File: src/rtl/layer_compositor.sv
// Multi-layer pixel compositor for the XVGA path: delays hsync/vsync/blank,
// merges NLAYERS sprite streams by priority or saturating add, and reports
// per-frame layer overlaps at each pvsync falling edge.
module layer_compositor #(
    parameter int                NLAYERS    = 4,
    parameter int                CHW        = 8,
    parameter int                SYNC_DELAY = 6,
    parameter logic [3*CHW-1:0]  KEY        = '0
) (
    input  logic                       vclock,
    input  logic                       reset_n,
    input  logic                       hsync,
    input  logic                       vsync,
    input  logic                       blank,
    input  logic [NLAYERS*3*CHW-1:0]   layer_pix,
    input  logic [NLAYERS-1:0]         layer_en,
    input  logic                       blend_mode,
    input  logic [3*CHW-1:0]           bg_color,
    output logic [3*CHW-1:0]           pixel,
    output logic                       phsync,
    output logic                       pvsync,
    output logic                       pblank,
    output logic [NLAYERS-1:0]         collide,
    output logic                       frame_done
);
    localparam int PW = 3 * CHW;
    localparam int SW = CHW + 3;
    localparam logic [SW-1:0] CH_MAX = {3'b000, {CHW{1'b1}}};

    // Stage k of the delay line lives at index k; index 0 is the raw input.
    logic [SYNC_DELAY:1] hs_q, vs_q, bl_q;
    logic [SYNC_DELAY:0] hs_s, vs_s, bl_s;

    logic [NLAYERS-1:0] op, ovl, contrib;
    logic [NLAYERS-1:0] acc_q, acc_d, collide_q, collide_d;
    logic               fd_q, fd_d;
    logic [PW-1:0]      pix_q, pix_d;
    logic               blank_al, frame_fall;

    assign hs_s = {hs_q, hsync};
    assign vs_s = {vs_q, vsync};
    assign bl_s = {bl_q, blank};

    // Blank as seen by the layer pixels arriving this cycle.
    assign blank_al   = bl_s[SYNC_DELAY-1];
    // pvsync is about to fall on this clock edge.
    assign frame_fall = vs_s[SYNC_DELAY] & ~vs_s[SYNC_DELAY-1];

    // Sync/blank delay line; idle level is all ones (sync inactive, blanked).
    always_ff @(posedge vclock or negedge reset_n) begin
        if (!reset_n) begin
            hs_q <= '1;
            vs_q <= '1;
            bl_q <= '1;
        end else begin
            hs_q <= hs_s[SYNC_DELAY-1:0];
            vs_q <= vs_s[SYNC_DELAY-1:0];
            bl_q <= bl_s[SYNC_DELAY-1:0];
        end
    end

    // Opaque test and "opaque together with another layer" overlap vector.
    always_comb begin
        logic [NLAYERS-1:0] others;
        op     = '0;
        ovl    = '0;
        others = '0;
        for (int i = 0; i < NLAYERS; i++)
            op[i] = layer_en[i] & (layer_pix[i*PW +: PW] != KEY);
        for (int i = 0; i < NLAYERS; i++) begin
            others    = op;
            others[i] = 1'b0;
            ovl[i]    = op[i] & (|others);
        end
        contrib = blank_al ? '0 : ovl;
    end

    // Next pixel: blank, background, priority pick or saturating add.
    always_comb begin
        logic [SW-1:0] sr, sg, sb;
        logic [PW-1:0] first;
        sr    = '0;
        sg    = '0;
        sb    = '0;
        first = '0;
        // Walk from the top index down so the lowest-index opaque layer wins.
        for (int i = NLAYERS - 1; i >= 0; i--) begin
            if (op[i]) first = layer_pix[i*PW +: PW];
        end
        for (int i = 0; i < NLAYERS; i++) begin
            if (op[i]) begin
                sr = sr + {3'b000, layer_pix[i*PW + 2*CHW +: CHW]};
                sg = sg + {3'b000, layer_pix[i*PW +   CHW +: CHW]};
                sb = sb + {3'b000, layer_pix[i*PW         +: CHW]};
            end
        end
        if (blank_al)
            pix_d = '0;
        else if (op == '0)
            pix_d = bg_color;
        else if (!blend_mode)
            pix_d = first;
        else
            pix_d = {(sr > CH_MAX) ? CH_MAX[CHW-1:0] : sr[CHW-1:0],
                     (sg > CH_MAX) ? CH_MAX[CHW-1:0] : sg[CHW-1:0],
                     (sb > CH_MAX) ? CH_MAX[CHW-1:0] : sb[CHW-1:0]};
    end

    // Collision accumulation and frame-boundary publish of the flags.
    always_comb begin
        acc_d     = acc_q | contrib;
        collide_d = collide_q;
        fd_d      = 1'b0;
        if (frame_fall) begin
            collide_d = acc_q | contrib;
            acc_d     = '0;
            fd_d      = 1'b1;
        end
    end

    // Output pixel, collision state and frame pulse registers.
    always_ff @(posedge vclock or negedge reset_n) begin
        if (!reset_n) begin
            pix_q     <= '0;
            acc_q     <= '0;
            collide_q <= '0;
            fd_q      <= 1'b0;
        end else begin
            pix_q     <= pix_d;
            acc_q     <= acc_d;
            collide_q <= collide_d;
            fd_q      <= fd_d;
        end
    end

    assign pixel      = pix_q;
    assign phsync     = hs_q[SYNC_DELAY];
    assign pvsync     = vs_q[SYNC_DELAY];
    assign pblank     = bl_q[SYNC_DELAY];
    assign collide    = collide_q;
    assign frame_done = fd_q;
endmodule

File: config.mk
export PLATFORM = sky130hd
export DESIGN_NAME = layer_compositor
export DESIGN_NICKNAME = d
export VERILOG_FILES = /design/src/rtl/layer_compositor.sv
export SDC_FILE = /design/constraint.sdc
export NUM_CORES = 1
export LEC_CHECK = 0
export BUFFER_PORTS_ARGS = -buffer_cell sky130_fd_sc_hd__buf_4
export CAP_MARGIN = 20
export CORE_MARGIN = 5
export CORE_UTILIZATION = 30
export DETAILED_ROUTE_END_ITERATION = 8
export SYNTH_ARGS = -nofsm -noshare
export SYNTH_HDL_FRONTEND = slang
export SYNTH_SLANG_ARGS = --single-unit
File: constraint.sdc
create_clock -name vclock -period 1.4 [get_ports vclock]
set_input_delay 0.21 -clock vclock [delete_from_list [all_inputs] [get_ports vclock]]
set_output_delay 0.21 -clock vclock [all_outputs]
set_load 0.03 [all_outputs]
### After elaboration in Yosys (flattened, before gate mapping)

Cells that the tools add are included.

* add/sub/neg operators: 9
* $lt $le $gt $ge: 3
* muxes and demuxes: 25
* bitwise logic cells: 11
* reductions and logical operators: 9

Operators by type and width (count)
* 24-bit 2-to-1 mux: 7
* 11-bit by 8-bit adder with 11-bit output: 9
* 11-bit 2-to-1 mux: 9
* 24-bit nonzero test: 4
* 8-bit 2-to-1 mux: 6
* 11-bit by 8-bit greater-than comparator with 1-bit output (second input constant): 3
* 3-bit OR reduction: 4
* 1-bit bitwise AND: 9
* 4-bit 2-to-1 mux: 2
* 4-bit zero test: 1
* 4-bit OR: 1
* 1-bit 2-to-1 mux: 1
* 1-bit inverter: 1

* register bits after elaboration: 51
* input port bits: 130

### Longest topological paths before layout

* depth in word-level cells: 14
* depth in mapped cells: 28
* mapped depth without buffers: 27

### Worst setup path after synthesis

No wires, ideal clock.

* path kind: input to register
* from: input layer_pix[4]
* to: register pix_q[2], in the netlist pixel[2]
* setup time: 0.122 ns
* arrival time: 6.135 ns
* data required time: 1.278 ns
* path slack: -4.857 ns
* stages on the path: 27
* path buffers: 1
* path through: nor4_1 > nand2_1 > o31a_1 > clkbuf_1 > and2_1 > ha_1 > a21o_1 > maj3_2 > maj3_2 > a2111o_1 > o311a_1 > inv_1 > ha_1 > and3_1 > a21oi_1 > nand2_1 > nor2_1 > xnor2_1 > mux2_2 > ha_1 > or3_1 > o311a_1 > o311ai_0 > a21oi_1 > a211oi_4 > o211ai_1 > a32o_1

* word-level cells in the longest chain between the ends: 14
* elaborated cells on any way between the ends: 16
* those cells by class: add/sub: 3; order compare: 1; mux: 9; bitwise: 1; reduce/logical: 2

Ends and longest elaborated chain
* from (decl): RTL line 15 `input logic [NLAYERS*3*CHW-1:0] layer_pix,`
* 24-bit nonzero test: RTL line 69 `op[i] = layer_en[i] & (layer_pix[i*PW +: PW] != KEY);`
* 1-bit bitwise AND: RTL line 69
* 8-bit 2-to-1 mux: RTL line 91 `if (op[i]) begin`
* 11-bit by 8-bit adder with 11-bit output: RTL line 94 `sb = sb + {3'b000, layer_pix[i*PW +: CHW]};`
* 11-bit 2-to-1 mux: RTL line 91
* 11-bit by 8-bit adder with 11-bit output: RTL line 94
* 11-bit 2-to-1 mux: RTL line 91
* 11-bit by 8-bit adder with 11-bit output: RTL line 94
* 11-bit 2-to-1 mux: RTL line 91
* 11-bit by 8-bit greater-than comparator with 1-bit output: RTL line 106 `(sb > CH_MAX) ? CH_MAX[CHW-1:0] : sb[CHW-1:0]};`
* 8-bit 2-to-1 mux: RTL line 106
* 24-bit 2-to-1 mux: RTL line 101 `else if (!blend_mode)`
* 24-bit 2-to-1 mux (*): RTL line 99 `else if (op == '0)`
* 24-bit 2-to-1 mux (*): RTL line 97 `if (blank_al)`
* named net pix_d[2]: RTL line 37 `logic [PW-1:0] pix_q, pix_d;`
* to (signal assigned): RTL line 129 `pix_q <= pix_d;`
* to (decl): RTL line 37

Mark *: on every way through the listed nets, which the timed path passes. The rest lies on a longest branch.
A chain may end at the register's enable or synchronous reset.

### Final worst setup path

* from: input layer_pix[13]
* to: register pix_q[0], in the netlist pixel[0]

* word-level cells in the longest chain between the ends: 14
* elaborated cells on any way between the ends: 16
* those cells by class: add/sub: 3; order compare: 1; mux: 9; bitwise: 1; reduce/logical: 2

Ends and longest elaborated chain (RTL line)
* 24-bit nonzero test (*): 69
* 1-bit bitwise AND (*): 69
* 8-bit 2-to-1 mux: 91
* 11-bit by 8-bit adder with 11-bit output: 94
* 11-bit 2-to-1 mux: 91
* 11-bit by 8-bit adder with 11-bit output: 94
* 11-bit 2-to-1 mux: 91
* 11-bit by 8-bit adder with 11-bit output: 94
* 11-bit 2-to-1 mux: 91
* 11-bit by 8-bit greater-than comparator with 1-bit output: 106
* 8-bit 2-to-1 mux: 106
* 24-bit 2-to-1 mux: 101
* 24-bit 2-to-1 mux (*): 99
* 24-bit 2-to-1 mux (*): 97
* named net pix_d[0]: 37

Marks and branches as above.

==> run metrics <==
R2R depth=4; DP Wirelength=27400 um; Pwr Total=approximately 10 mW; dominant cell type by area after synthesis=ha_1; Hold WC Path Type=input pin to register; RSZ-0062 raised after global routing=yes; EDFF count, synth=0; vias in the first global route=just over 9000; setup TNS=-101.70 ns; H-tree depth=2; Setup violations, final=32; I/O pin cnt=162; layout cells sized above 1=around 53%; Top FF cell, synth=dfrtp_1; Worst-Skew Late Latency=0.31 ns; Crit path top cell by count=ha_4; Clock Skew=0.0161 ns; final wirelength=~35000 um; row count=55; dpl cells=roughly 1600; Syn Inst Count=871; largest net degree at the start of global routing=29; pwr dens=813 nW/um2; critical path capture point type=register; P&R area growth vs syn=83.8%; Post-synth ARST share=100%; R2R Path End=pixel[18]; Synth Register Bits=51; die height=162 um; fin. max-slew vios=0; initial antenna violation count=1; Hold Crit Start=blank; Clock Tree Root=clkbuf_16; Worst Setup Start Kind=input pin; Fin. Hold Viols=0; Final WS setup=-4.30 ns; WHS Path Cells=1; Horiz. Die Dim=roughly 160 um; clk slew on worst S/H paths=~0.09 ns; CP max stage cell=a2111o_1; Crit path required time=approximately 1.6 ns; synth top area cells=ha_1 (12%), dfrtp_1 (12%), dfstp_2 (6.8%), nor2_1 (4.3%), nand2_1 (4.2%); GRT overflow=0; Vias/cell=between 5 and 6; Longest Clk Path Bufs=2; Core Box Area=between 20000 and 25000 um2; fin util=around 56%; Via Count=a little over 9000; Routability Congestion=about 0.97; area of the die=26300 um2; final hold slack=just under 0.01 ns; CTS tree=built; Num Clock Sinks=51; first-pass GRT wire length=~50000 um; Final nets=1608; share of the synthesized area in the top cell type=approximately 12%; Starting Density=30.6%; Fmax achieved=around 0.18 GHz; min Tclk post-route=between 5 and 6 ns; Mapped Avg Cell Area=between 7 and 8 um2; IR drop worst, VDD=roughly 460 uV; critical path's largest stage delay=approximately 0.36 ns; most frequent cells after synthesis=nor2_1 (80), nand2_1 (77), ha_1 (67); synthesized cell area=just under 7000 um2; # DRC=0; Port Buf Inserts=approximately 160; top-count cell post-synth=nor2_1; drt first pass iters=6; WL/cell=20.7 um; yosys warns=0; kind of critical path=input pin to register; total track usage=between 20% and 30%; Worst Max-Slew Pin Slew=between 0.7 and 0.8 ns; Netlist cell types=between 70 and 80; Layout Cells excl Fill=roughly 1700; WP data arrival=about 6 ns; antenna viol nets, final=0; syn nets=about 1100; relative slew slack=between 50% and 60%; failing checks=negative setup slack; hold path endpoint=bl_q[1]; setup slack, reg-to-reg=-0.39 ns; number of max-cap violations=0; initial DRC count=782; fin crit share=407%; crit-path max FO=6; fraction of the yosys area taken by sequential cells=about a fifth; Lkg Pwr=approximately 6.0 nW; status=complete, but fails checks; reg2reg start=bl_q[5]; Num CTS Buffers=5
## stage by stage
step                      worst slack [ns]  area (um2)
after floorplan                      -4.53        7420
after global placement               -5.03       11200
after detailed placement             -5.12       11200
after CTS                            -4.34       12000
after global routing                 -4.47       12800
final                                -4.30       12800
## how the worst max path moves through the flow
| stage | startpoint | endpoint | slack, ns |
|---|---|---|---|
| global placement | layer_pix[13] | pixel[0] | -5.03 |
| CTS | layer_pix[16] | pixel[0] | -4.34 |
| global route | layer_pix[13] | pixel[0] | -4.47 |
| floorplan | layer_pix[0] | pixel[2] | -4.53 |
| finish | layer_pix[13] | pixel[0] | -4.30 |
| detailed placement | layer_pix[13] | pixel[0] | -5.12 |
## layout make-up
cell class | count | area, um2
Clock buffer | 5 | 125
Clock inverter | 3 | 28.8
Antenna cell | 1 | 2.50
Fill cell | 2019 | 9920
Tap cell | 285 | 357
Inverter | 37 | 139
Sequential cell | 51 | 1300
Multi-Input combinational cell | 742 | 6270
Timing Repair Buffer | 565 | 4560
## repair_timing
action	4_1_cts	5_1_grt
buffers inserted	41	32
setup endpoints to repair	32	32
endpoints found under the hold margin	18	1
resized for setup	59	100
pin swaps	32	81
hold buffers	2	1
gates cloned	2	1
## cell families (layout without fill, tap and decap cells)
| kind of cell | count (synthesis) | after routing | synth area share [%] |
|---|---|---|---|
| mux | 23 | 23 | 3.65 |
| other cells | 0 | 1 | 0 |
| compound gates | 298 | 299 | 30.8 |
| simple gates | 290 | 290 | 20.4 |
| buf+inv | 79 | 610 | 4.89 |
| flops | 51 | 51 | 18.7 |
| fa+ha+maj | 80 | 80 | 15.2 |
| xor+xnor | 50 | 50 | 6.29 |
## power by group
| part | switching, mW | internal, mW | leakage, nW |
|---|---|---|---|
| Sequential | 0.0661 | 1.66 | 0.603 |
| Clock | 0.720 | 0.688 | 0.0759 |
| Combinational | 3.51 | 3.75 | 5.29 |
## routing by layer
layer,share of wire [%],track usage [%]
met1,41,32.6
met4,3.9,9.34
met3,7.5,3.43
met2,48,42.2
met5,0,0
## placed cells by master (no fill, tap or decap), types with 7 or more instances in the layout
cell type,Yosys,routed
o21a_1,10,9
a221o_1,7,7
a31oi_1,14,11
nor2_1,80,73
o21ai_0,54,33
o21ai_1,2,12
buf_12,0,12
and2_1,18,14
xnor2_1,32,30
nand2b_1,11,11
buf_4,4,519
buf_6,2,26
inv_1,37,36
nor3_1,18,17
o21ai_2,0,9
nor4_4,1,14
a211oi_1,11,8
nand2_1,77,72
a221oi_1,20,17
nand3_1,23,20
a21oi_1,43,36
dfstp_2,18,18
xor2_1,18,18
a22oi_1,10,7
nor2b_1,9,7
dfrtp_1,33,33
ha_1,67,54
o31ai_1,10,9
ha_4,0,11
o211ai_1,23,23
a21o_1,19,19
mux2_2,15,14
## state kept, by name, indices dropped and copies added (netlist names)
| signal | count |
|---|---|
| pixel | 24 |
| bl_q | 6 |
| hs_q | 6 |
| vs_q | 6 |
| acc_q | 4 |
| collide | 4 |
| frame_done | 1 |
## worst max-delay path, delay by kind of cell
kind / cells / cell delay (ns)
multiplexers: 1 / 0.29
adder cells (fa/ha/maj): 5 / 1.12
buffers and inverters: 4 / 0.51
AO/OA/AOI/OAI: 10 / 2.17
XOR/XNOR: 1 / 0.07
AND/OR/NAND/NOR: 9 / 1.54
No activity file was read; power rests on OpenSTA's default activity.
